### config.mk
export PLATFORM = sky130hd
export DESIGN_NAME = fetch_sequencer
export DESIGN_NICKNAME = d
export VERILOG_FILES = /design/src/rtl/riscv_pkg.sv /design/src/rtl/fetch_sequencer_buffer.sv /design/src/rtl/fetch_sequencer.sv
export SDC_FILE = /design/constraint.sdc
export NUM_CORES = 1
export LEC_CHECK = 0
export CELL_PAD_IN_SITES_DETAIL_PLACEMENT = 1
export CELL_PAD_IN_SITES_GLOBAL_PLACEMENT = 2
export CORE_ASPECT_RATIO = 0.75
export CORE_MARGIN = 5
export CORE_UTILIZATION = 27
export DETAILED_ROUTE_END_ITERATION = 8
export HOLD_SLACK_MARGIN = 0.03
export PLACE_DENSITY_LB_ADDON = 0.1
export SETUP_SLACK_MARGIN = 0.15
export SYNTH_ARGS = -nofsm -noshare
export SYNTH_HDL_FRONTEND = slang
export SYNTH_SLANG_ARGS = --single-unit
### constraint.sdc
create_clock -name clk -period 14.8 [get_ports clk]
set_clock_uncertainty 0.15 [all_clocks]
set_input_delay 2.22 -clock clk [delete_from_list [all_inputs] [get_ports clk]]
set_output_delay 2.22 -clock clk [all_outputs]
set_load 0.02 [all_outputs]
### src/rtl/riscv_pkg.sv
// Shared fetch-side types and constants for the RISC-V front end.
package riscv_pkg;
  typedef enum logic [1:0] {
    EMPTY = 2'd0,
    FULL  = 2'd1,
    FAULT = 2'd2
  } fetch_state_t;

  localparam int          INSTR_BITS   = 32;
  localparam int          PC_STEP      = 4;
  localparam logic [31:0] RESET_VECTOR = 32'h0000_0000;
endpackage

### src/rtl/fetch_sequencer_buffer.sv
// One-entry registered decode slot holding an {instr, pc} pair.
module fetch_buffer
  import riscv_pkg::*;
#(
  parameter int PC_BITS = 32
) (
  input  logic                  clk,
  input  logic                  rst,
  input  logic                  i_load,
  input  logic                  i_flush,
  input  logic                  i_ready,
  input  logic [INSTR_BITS-1:0] i_instr,
  input  logic [PC_BITS-1:0]    i_pc,
  output logic                  o_valid,
  output logic                  o_free,
  output logic [INSTR_BITS-1:0] o_instr,
  output logic [PC_BITS-1:0]    o_pc
);
  logic                  r_valid;
  logic [INSTR_BITS-1:0] r_instr;
  logic [PC_BITS-1:0]    r_pc;

  always_ff @(posedge clk or posedge rst) begin
    if (rst) begin
      r_valid <= 1'b0;
      r_instr <= '0;
      r_pc    <= '0;
    end else if (i_flush) begin
      r_valid <= 1'b0;
    end else if (i_load) begin
      r_valid <= 1'b1;
      r_instr <= i_instr;
      r_pc    <= i_pc;
    end else if (i_ready) begin
      r_valid <= 1'b0;
    end
  end

  // Free when empty, or when decode drains the slot this cycle.
  assign o_free  = !r_valid || i_ready;
  assign o_valid = r_valid;
  assign o_instr = r_instr;
  assign o_pc    = r_pc;
endmodule

### src/rtl/fetch_sequencer.sv
// Front-end fetch sequencer: next-PC mux, redirect/fault FSM and decode slot.
//   state | meaning
//   EMPTY | slot empty
//   FULL  | slot holds an instruction
//   FAULT | stopped after a misaligned redirect, only rst exits
module fetch_sequencer
  import riscv_pkg::*;
#(
  parameter int                  REG_BITS     = 32,
  parameter logic [REG_BITS-1:0] RESET_VECTOR = REG_BITS'(riscv_pkg::RESET_VECTOR)
) (
  input  logic                  clk,
  input  logic                  rst,
  input  logic [REG_BITS-1:0]   pc,
  output logic [REG_BITS-1:0]   pcNext,
  input  logic [INSTR_BITS-1:0] instrRD,
  output logic                  fetchValid,
  input  logic                  fetchReady,
  output logic [INSTR_BITS-1:0] fetchInstr,
  output logic [REG_BITS-1:0]   fetchPc,
  input  logic                  redirValid,
  input  logic [REG_BITS-1:0]   redirTarget,
  output logic                  redirReady,
  output logic                  fault,
  output logic [REG_BITS-1:0]   faultPc
);
  fetch_state_t        r_state;
  fetch_state_t        w_state_nxt;
  logic [REG_BITS-1:0] r_fault_pc;
  logic                w_load;
  logic                w_flush;
  logic                w_fault_load;
  logic                w_slot_free;
  logic                w_slot_valid;
  logic                w_redir_acc;
  logic                w_misaligned;

  fetch_buffer #(
    .PC_BITS (REG_BITS)
  ) u_buf (
    .clk     (clk),
    .rst     (rst),
    .i_load  (w_load),
    .i_flush (w_flush),
    .i_ready (fetchReady),
    .i_instr (instrRD),
    .i_pc    (pc),
    .o_valid (w_slot_valid),
    .o_free  (w_slot_free),
    .o_instr (fetchInstr),
    .o_pc    (fetchPc)
  );

  always_ff @(posedge clk or posedge rst) begin
    if (rst) begin
      r_state    <= EMPTY;
      r_fault_pc <= '0;
    end else begin
      r_state <= w_state_nxt;
      if (w_fault_load) r_fault_pc <= redirTarget;
    end
  end

  assign redirReady   = (r_state != FAULT);
  assign w_redir_acc  = redirValid && redirReady;
  assign w_misaligned = (redirTarget[1:0] != 2'b00);

  always_comb begin
    w_state_nxt  = r_state;
    pcNext       = pc;
    w_load       = 1'b0;
    w_flush      = 1'b0;
    w_fault_load = 1'b0;
    if (rst) begin
      pcNext = RESET_VECTOR;
    end else if (r_state != FAULT) begin
      if (w_redir_acc) begin
        // Redirect beats fetch and stall; the word at pc is dropped.
        w_flush = 1'b1;
        if (w_misaligned) begin
          w_state_nxt  = FAULT;
          w_fault_load = 1'b1;
        end else begin
          w_state_nxt = EMPTY;
          pcNext      = redirTarget;
        end
      end else if (r_state == EMPTY || w_slot_free) begin
        w_load      = 1'b1;
        w_state_nxt = FULL;
        pcNext      = pc + REG_BITS'(PC_STEP);
      end
    end
  end

  assign fetchValid = (r_state == FULL) && w_slot_valid;
  assign fault      = (r_state == FAULT);
  assign faultPc    = r_fault_pc;
endmodule

==> run_results.csv, run 1 <==
group,metric,value,unit
run_status,run_status,"complete, no violations",
grt,groute.layer.met3.usage,6.27,%
floorplan,die_w,170,um
run,drv_cap,0,
cells_and_area,drive_above_1_share,17.6,%
worst_hold_path,worstHoldPathType,"reg2reg",
cells_and_area,area_delta_synth_final,54.1,%
cts,cts_buffer_depth,2,
place,hpwl,15.1,mm
cts,cts.repair.resized,0,
synthesis,synth_top_area_share,47.7,%
timing,fmax,0.126,GHz
grt,overflow,0,
timing,period_needed,7.93,ns
cts,htreeDepth,3,
synthesis,synth_flop_cell,"dfrtp_1",
cts,cts_tree,"built",
routing,wire_per_inst,21.4,um
timing,post-route-period-util,53.6,%
synthesis,syn_area_per_cell,11.2,um^2
cells_and_area,final_core_util,42.8,%
grt,use_met2,27.1,%
grt,antenna_found_initial,0,
worst_setup_path,cp-end-kind,"primary output",
timing,hold_slack,0.339,ns
floorplan,ioPinCount,231,
synthesis,synth_nets,566,
routing,dr.pass1.iters,4,
cells_and_area,num-nets-final,788,
timing,relSlewSlack,16.4,%
power_and_ir_drop,powerDensity,133,nW/um^2
cells_and_area,antenna_cells,0,
cells_and_area,register_area,2480,um^2
synthesis,synth_warnings,0,
synthesis,synthTopCellsByArea,"dfrtp_1 48%, mux2_2 16%, mux2_1 4.1%",
floorplan,rows,43,
routing,vias,4702,
routing,ant_nets,0,
routing,first_iter_violations,186,
grt,grtUsageMet1,25.2,%
power_and_ir_drop,p_leak,3.10,nW
worst_setup_path,criticalPathCategory,"in2out",
cts,hold_buffers,0,
cells_and_area,n_fill_cell,2028,
timing,fin_tns_setup,0,ns
synthesis,ys_ff_latch,99,
grt,grt_busiest_layer,"met2",
worst_setup_path,cp.required,12.43,ns
routing,drc,0,
worst_setup_path,startpoint_type,"input pin",
cts,cts-root-buf,"clkbuf_16",
grt,first_global_vias,5192,
worst_setup_path,arrival,5.56,ns
cts,cts_made_buffers,9,
place,dp_slack,6.79,ns
timing,worstMarginPinSlew,1.24,ns
synthesis,synth_cells,465,
power_and_ir_drop,total_power,1.07,mW
timing,hold_viol,0,
timing,setup_ws,6.87,ns
synthesis,syn_area,5190,um^2
synthesis,ys_seq_area_share,47.7,%
timing,rsz0062_at_grt,"false",
synthesis,synth_cell_types,61,
cts,cts_sinks,99,
routing,routed_via_density,5.01,
cts,clkTransAtPathRegs,0.07,ns
grt,grt_pass1_wl,30.6,mm
floorplan,die_y,130,um
grt,grt_max_degree,67,
synthesis,yosysTopAreaCell,"dfrtp_1",
floorplan,core,18700,um^2
cells_and_area,multiInputGateArea,2530,um^2
timing,slew_violations,0,
synthesis,async_reset_ff_share,100,%
cts,cts_setup_buffers,0,
floorplan,dieArea,22100,um^2
floorplan,start_util,27.8,%
place,gp_congestion,0.826,
worst_setup_path,critical_path.max_fanout,24,
place,io_buffers,230,
timing,setup_viol,0,
cts,worstSkewPairLatency,0.36,ns
power_and_ir_drop,vdd_drop_max,55.0,uV
synthesis,synth-edff-count,0,
grt,grt_use_total,18.1,%
routing,drt-total-wl,20.1,mm
stage by stage:
stage | std cells | area, um^2
4_1_cts | 939 | 8000
3_5_place_dp | 923 | 7720
3_3_place_gp | 923 | 7720
5_1_grt | 939 | 8000
2_1_floorplan | 465 | 5190
6_report | 939 | 8000
cell usage in the layout (no fill, tap or decap), drive strengths merged, types with 8 or more instances in the layout:
cell           instances
mux2                  95
a211oi                11
inv                   10
clkdlybuf4s50        230
a21oi                 21
and3                  11
buf                    8
clkbuf                11
dfrtp                 99
nor4                   9
o21ai                 18
nor3                  12
nand2                 42
nor2                  20
nand3                 12
layer usage:
layer,part of all wire [%],routed length [um],up-vias
li1,-,-,2180
met1,48,9590,2357
met2,43,8720,148
met3,8.0,1610,17
met4,1.0,202,0
met5,0,0,-
logic make-up (layout without fill, tap and decap cells):
logic type                 Yosys count  count (layout)  share of synthesized area [%]
DFF                                 99              99                           47.7
muxes                               99              99                           21.4
buffers and inverters               36             263                           3.62
and+or+nand+nor                    136             136                           14.2
xor gates and xnor gates             1               1                          0.169
adders and majority gates            1               1                          0.241
AOI/OAI and AO/OA                   93              93                           12.6
synth_stat cells (7+ instances only):
| library cell | number |
|---|---|
| nor3_1 | 11 |
| mux2_1 | 19 |
| and3_1 | 10 |
| a211oi_1 | 10 |
| nor2_1 | 20 |
| a21oi_1 | 20 |
| nand2_1 | 40 |
| dfrtp_1 | 99 |
| nor4_1 | 7 |
| o21ai_0 | 18 |
| inv_1 | 8 |
| mux2_2 | 76 |
| nand3_1 | 12 |
| o22ai_1 | 7 |
| clkbuf_1 | 11 |
where the power goes:
group | internal (mW) | total [mW] | leakage [nW] | switching, mW
registers | 0.344 | 0.383 | 1.16 | 0.0383
clock network | 0.119 | 0.226 | 0.132 | 0.107
logic | 0.230 | 0.457 | 1.81 | 0.226
total | 0.694 | 1.07 | 3.10 | 0.372
critical path, stage by stage:
cell and delay [ns]:
clkdlybuf4s50_1 0.46, buf_4 0.29, inv_1 0.46, o21ai_0 0.97, a22o_1 0.27, nand2_1 0.05
o31ai_1 0.12, clkdlybuf4s50_1 0.69
final timing paths:
kind / startpoint / to / slack [ns] / cells after the start
max: redirValid / pcNext[13] / 6.87 / 8
min: u_buf.o_pc[29]$_DFFE_PP0P_ / u_buf.o_pc[29]$_DFFE_PP0P_ / 0.34 / 1
max reg2reg: r_state[0]$_DFFE_PP0P_ / faultPc[9]$_DFFE_PP0P_ / 10.83 / 5
min reg2reg: u_buf.o_pc[29]$_DFFE_PP0P_ / u_buf.o_pc[29]$_DFFE_PP0P_ / 0.34 / 1
max in group asynchronous: rst / u_buf.o_instr[7]$_DFFE_PP0P_ / 10.86 / 4
min in group asynchronous: rst / u_buf.o_pc[3]$_DFFE_PP0P_ / 2.39 / 3
area by class of cell:
cell class / count / share of cell area (%)
Clock inverter: 5 / 0.469
Multi-Input combinational cell: 330 / 31.7
Clock buffer: 11 / 3.04
Timing Repair Buffer: 238 / 29.5
Inverter: 9 / 0.454
Tap cell: 247 / 3.86
Sequential cell: 99 / 31.0
sequential cells by signal, indices dropped and copies added, names as in the netlist:
register / flops
r_state: 2
u_buf.o_valid: 1
u_buf.o_instr: 32
faultPc: 32
u_buf.o_pc: 32
No activity file was read; power rests on OpenSTA's default activity.
==> run 2, diff against run 1 <==
--- a/config.mk
+++ b/config.mk
@@ -9,7 +9,7 @@
 export CELL_PAD_IN_SITES_GLOBAL_PLACEMENT = 2
 export CORE_ASPECT_RATIO = 0.75
 export CORE_MARGIN = 5
-export CORE_UTILIZATION = 27
+export CORE_UTILIZATION = 23
 export DETAILED_ROUTE_END_ITERATION = 8
 export HOLD_SLACK_MARGIN = 0.03
 export PLACE_DENSITY_LB_ADDON = 0.1
==> constraint.sdc (replaced) <==
create_clock -name clk -period 7.2 [get_ports clk]
set_clock_uncertainty 0.15 [all_clocks]
set_input_delay 1.08 -clock clk [delete_from_list [all_inputs] [get_ports clk]]
set_output_delay 1.08 -clock clk [all_outputs]
set_load 0.02 [all_outputs]
==> run_results.csv, run 2 (synthesized netlist as in run 1, its figures left out) <==
group,metric,value,unit
cts,hold_buffers,0,
timing,setup_viol,0,
run_status,run_status,"complete, no violations",
cts,cts_tree,"built",
floorplan,die_w,183,um
floorplan,die_y,140,um
cts,cts_setup_buffers,0,
routing,ant_nets,0,
routing,drc,0,
worst_setup_path,arrival,4.37,ns
cells_and_area,n_fill_cell,2482,
timing,worstMarginPinSlew,1.24,ns
timing,slew_violations,0,
worst_setup_path,cp.required,5.97,ns
worst_setup_path,critical_path.max_fanout,13,
worst_setup_path,startpoint_type,"input pin",
floorplan,rows,47,
power_and_ir_drop,combinationalPowerShare,42.9,%
floorplan,dieArea,25700,um^2
routing,drt-total-wl,21.2,mm
timing,period_needed,5.60,ns
cts,cts_made_buffers,9,
grt,first_global_vias,5300,
timing,fmax,0.179,GHz
power_and_ir_drop,intPower,1.42,mW
grt,grt_pass1_wl,32.8,mm
cts,htreeDepth,3,
worst_setup_path,criticalPathCategory,"in2out",
power_and_ir_drop,total_power,2.21,mW
grt,grt_max_degree,63,
cts,worstSkewPairLatency,0.35,ns
routing,vias,4762,
grt,grt_use_total,16.4,%
routing,dr.pass1.iters,4,
timing,fin_tns_setup,0,ns
grt,overflow,0,
cells_and_area,multiInputGateArea,2530,um^2
cells_and_area,antenna_cells,0,
power_and_ir_drop,p_sw,0.786,mW
cells_and_area,num-nets-final,791,
cts,cts_sinks,99,
power_and_ir_drop,netSwitchingFraction,35.6,%
place,io_buffers,230,
floorplan,core,22100,um^2
timing,post-route-period-util,77.8,%
cts,clkTransAtPathRegs,0.07,ns
power_and_ir_drop,p_clk_share,21.5,%
grt,antenna_found_initial,0,
place,gp_congestion,0.795,
power_and_ir_drop,seq_power_share,35.6,%
cells_and_area,drive_above_1_share,18.0,%
power_and_ir_drop,powerDensity,273,nW/um^2
timing,hold_slack,0.331,ns
floorplan,start_util,23.5,%
routing,routed_via_density,4.81,
worst_hold_path,worstHoldPathType,"reg2reg",
routing,first_iter_violations,194,
cells_and_area,register_area,2480,um^2
cells_and_area,area_delta_synth_final,55.6,%
cts,cts-root-buf,"clkbuf_16",
timing,rsz0062_at_grt,"false",
run,drv_cap,0,
power_and_ir_drop,p_leak,3.12,nW
cts,cts.repair.resized,0,
power_and_ir_drop,vdd_drop_max,129,uV
place,hpwl,16.2,mm
floorplan,ioPinCount,231,
cells_and_area,layout_commonest_cell,"clkdlybuf4s50_1",
timing,relSlewSlack,16.9,%
worst_setup_path,cp-end-kind,"primary output",
routing,wire_per_inst,21.4,um
cts,cts_buffer_depth,2,
timing,hold_viol,0,
cells_and_area,mostFrequentLayoutCells,"230 x clkdlybuf4s50_1, 99 x dfrtp_1, 76 x mux2_2",
-- run 2: power by group through the flow --
stage | Sequential [mW] | Combinational (mW) | Clock, mW
global route | 0.809 | 1.01 | 0.515
finish | 0.786 | 0.947 | 0.474
detailed placement | 0.799 | 0.961 | 0
CTS | 0.790 | 0.965 | 0.497
floorplan | 0.977 | 0.271 | 0
global placement | 0.790 | 0.954 | 0
-- run 2: stage by stage --
step	setup slack (ns)	instances	util [%]	instance area, um^2
global route	1.29	989	36.5	8070
detailed placement	1.65	973	35.3	7800
global placement	1.73	973	35.3	7800
floorplan	0.430	465	-	5190
CTS	1.64	989	36.5	8070
finish	1.60	989	36.5	8070
-- run 2: critical path: stages --
cell and delay (ns):
clkdlybuf4s50_1 0.60, nand4_1 0.60, a211oi_2 0.56, and2_1 0.36, a211oi_1 0.13, nor4_1 0.35, clkdlybuf4s50_1 0.68
-- run 2: path summary, 6_finish.rpt --
check                                             from                        end  slack, ns  depth (start not counted)
worst max-delay path                             pc[8]                 pcNext[30]       1.60                          7
max in group asynchronous                          rst     r_state[0]$_DFFE_PP0P_       4.68                          4
worst min-delay path            faultPc[0]$_DFFE_PP0P_     faultPc[0]$_DFFE_PP0P_       0.33                          2
worst max register to register  r_state[1]$_DFFE_PP0P_    faultPc[27]$_DFFE_PP0P_       4.33                          5
worst min register to register  faultPc[0]$_DFFE_PP0P_     faultPc[0]$_DFFE_PP0P_       0.33                          2
min in group asynchronous                          rst  u_buf.o_valid$_DFFE_PP0P_       1.31                          3
-- run 2: area by class of cell --
cell class                 count  area share (%)
inverter                       9           0.449
multi-input combinational    330            31.4
tap                          294            4.56
clock buffer                  10            2.84
sequential                    99            30.7
clock inverter                 6           0.573
timing repair buffer         241            29.5
-- run 2: layer usage --
metal  track usage (%)  up-vias  share of wire, %
li1                  -     2189                 -
met1              21.9     2393                45
met4              3.80        0               1.2
met2              25.8      162                46
met5                 0        -                 0
met3              5.26       18               8.5
==> run 3, diff against run 2 <==
==> constraint.sdc (replaced) <==
create_clock -name clk -period 4.7 [get_ports clk]
set_clock_uncertainty 0.15 [all_clocks]
set_input_delay 0.705 -clock clk [delete_from_list [all_inputs] [get_ports clk]]
set_output_delay 0.705 -clock clk [all_outputs]
set_load 0.02 [all_outputs]
==> run_results.csv, run 3 (synthesized netlist as in run 1, its figures left out) <==
group,metric,value,unit
cts,cts.repair.resized,0,
timing,rsz0062_at_grt,"false",
cts,cts_tree,"built",
cells_and_area,layout_commonest_cell,"clkdlybuf4s50_1",
worst_setup_path,slowest_stage,"clkdlybuf4s50_1",
worst_setup_path,arrival,3.49,ns
worst_setup_path,critPathMaxStageDelay,0.69,ns
floorplan,start_util,23.5,%
floorplan,die_y,140,um
place,hpwl,16.8,mm
grt,antenna_found_initial,0,
routing,drc,0,
cts,cts_sinks,99,
routing,ant_nets,0,
floorplan,ioPinCount,231,
timing,fin_tns_setup,0,ns
worst_hold_path,hold_path_depth,1,
timing,setup_ws,0.356,ns
timing,post-route-period-util,92.4,%
cells_and_area,final_core_util,37.3,%
power_and_ir_drop,powerDensity,418,nW/um^2
cts,htreeDepth,3,
routing,routed_via_density,4.80,
routing,wire_per_inst,21.5,um
floorplan,core,22100,um^2
routing,first_iter_violations,186,
floorplan,rows,47,
cells_and_area,num-nets-final,808,
cells_and_area,mostFrequentLayoutCells,"229 x clkdlybuf4s50_1, 99 x dfrtp_1, 76 x mux2_2",
worst_setup_path,critical_path.most_common_cell,"clkdlybuf4s50_1",
timing,hold_viol,0,
place,gp_congestion,0.793,
grt,overflow,0,
worst_setup_path,r2r_cells,5,
cts,cts_setup_buffers,0,
cells_and_area,antenna_cells,0,
power_and_ir_drop,p_leak,3.21,nW
routing,vias,4825,
cts,cts-root-buf,"clkbuf_16",
power_and_ir_drop,vdd_drop_max,172,uV
floorplan,die_w,183,um
place,io_buffers,230,
run,drv_cap,0,
worst_setup_path,reg2reg_from,"r_state[0]$_DFFE_PP0P_",
worst_setup_path,path_cells,"clkdlybuf4s50_1 > nand4_4 > a211oi_4 > and3b_1 > a311oi_1 > nor4_1 > clkdlybuf4s50_1",
cts,hold_buffers,0,
worst_setup_path,cp-end-kind,"primary output",
place,dp_slack,0.319,ns
timing,setup_viol,0,
grt,first_global_vias,5260,
timing,slew_violations,0,
routing,dr.pass1.iters,4,
cts,clkTransAtPathRegs,0.07,ns
cells_and_area,drive_above_1_share,20.1,%
routing,drt-total-wl,21.7,mm
worst_setup_path,criticalPathCategory,"in2out",
worst_hold_path,min_to,"u_buf.o_instr[29]$_DFFE_PP0P_",
worst_setup_path,critical_path.max_fanout,7,
worst_hold_path,worstHoldPathType,"reg2reg",
grt,grt_pass1_wl,32.9,mm
run_status,run_status,"complete, no violations",
worst_setup_path,cp.required,3.85,ns
worst_hold_path,hp-start,"u_buf.o_instr[29]$_DFFE_PP0P_",
grt,grt_use_total,16.5,%
timing,worstMarginPinSlew,0.735,ns
floorplan,dieArea,25700,um^2
worst_setup_path,r2r_slack,2.25,ns
worst_setup_path,r2r-end,"faultPc[14]$_DFFE_PP0P_",
cts,cts_buffer_depth,2,
cts,worstSkewPairLatency,0.35,ns
timing,period_needed,4.34,ns
cts,cts_made_buffers,9,
power_and_ir_drop,total_power,3.45,mW
worst_setup_path,startpoint_type,"input pin",
timing,fmax,0.230,GHz
grt,grt_max_degree,40,
cells_and_area,area_delta_synth_final,58.9,%
timing,relSlewSlack,51.0,%
[run 3: layout make-up]
class / count / area (um^2)
clock buffer: 11 / 243
clock inverter: 5 / 60.1
fill: 2466 / 13900
inverter: 9 / 36.3
multi-input combinational: 330 / 2550
sequential: 99 / 2480
tap: 294 / 368
timing repair buffer: 258 / 2510
[run 3: worst max-delay path, delay by kind of cell]
kind | cells | cell delay, ns
simple gates | 3 | 0.92
buf+inv | 2 | 1.37
compound gates | 2 | 0.49
[run 3: power by group]
| part | leakage [nW] | switching [mW] | total [mW] | internal [mW] |
|---|---|---|---|---|
| sequential | 1.16 | 0.122 | 1.21 | 1.08 |
| combinational | 1.91 | 0.733 | 1.47 | 0.740 |
| clock | 0.146 | 0.340 | 0.770 | 0.430 |
[run 3: worst max path at each step]
stage / from / to / slack (ns)
4_1_cts: pc[12] / pcNext[31] / 0.31
3_3_place_gp: pc[12] / pcNext[30] / 0.38
3_5_place_dp: pc[12] / pcNext[31] / 0.32
2_1_floorplan: rst / pcNext[18] / 0.53
5_1_grt: pc[12] / pcNext[31] / 0.18
6_report: pc[12] / pcNext[31] / 0.36
[run 3: routing by layer]
metal,wire [um],track usage [%]
met5,0,0
met4,205,3.41
met3,1710,5.42
met2,9650,25.1
met1,10100,23.0
[run 3: through the flow]
| step | instances | hold slack, ns | instance area [um^2] |
|---|---|---|---|
| 2_1_floorplan | 465 | 0.379 | 5190 |
| 3_3_place_gp | 990 | 0.311 | 7920 |
| 3_5_place_dp | 990 | 0.326 | 7920 |
| 4_1_cts | 1006 | 0.343 | 8230 |
| 5_1_grt | 1006 | 0.360 | 8240 |
| 6_report | 1006 | 0.339 | 8240 |
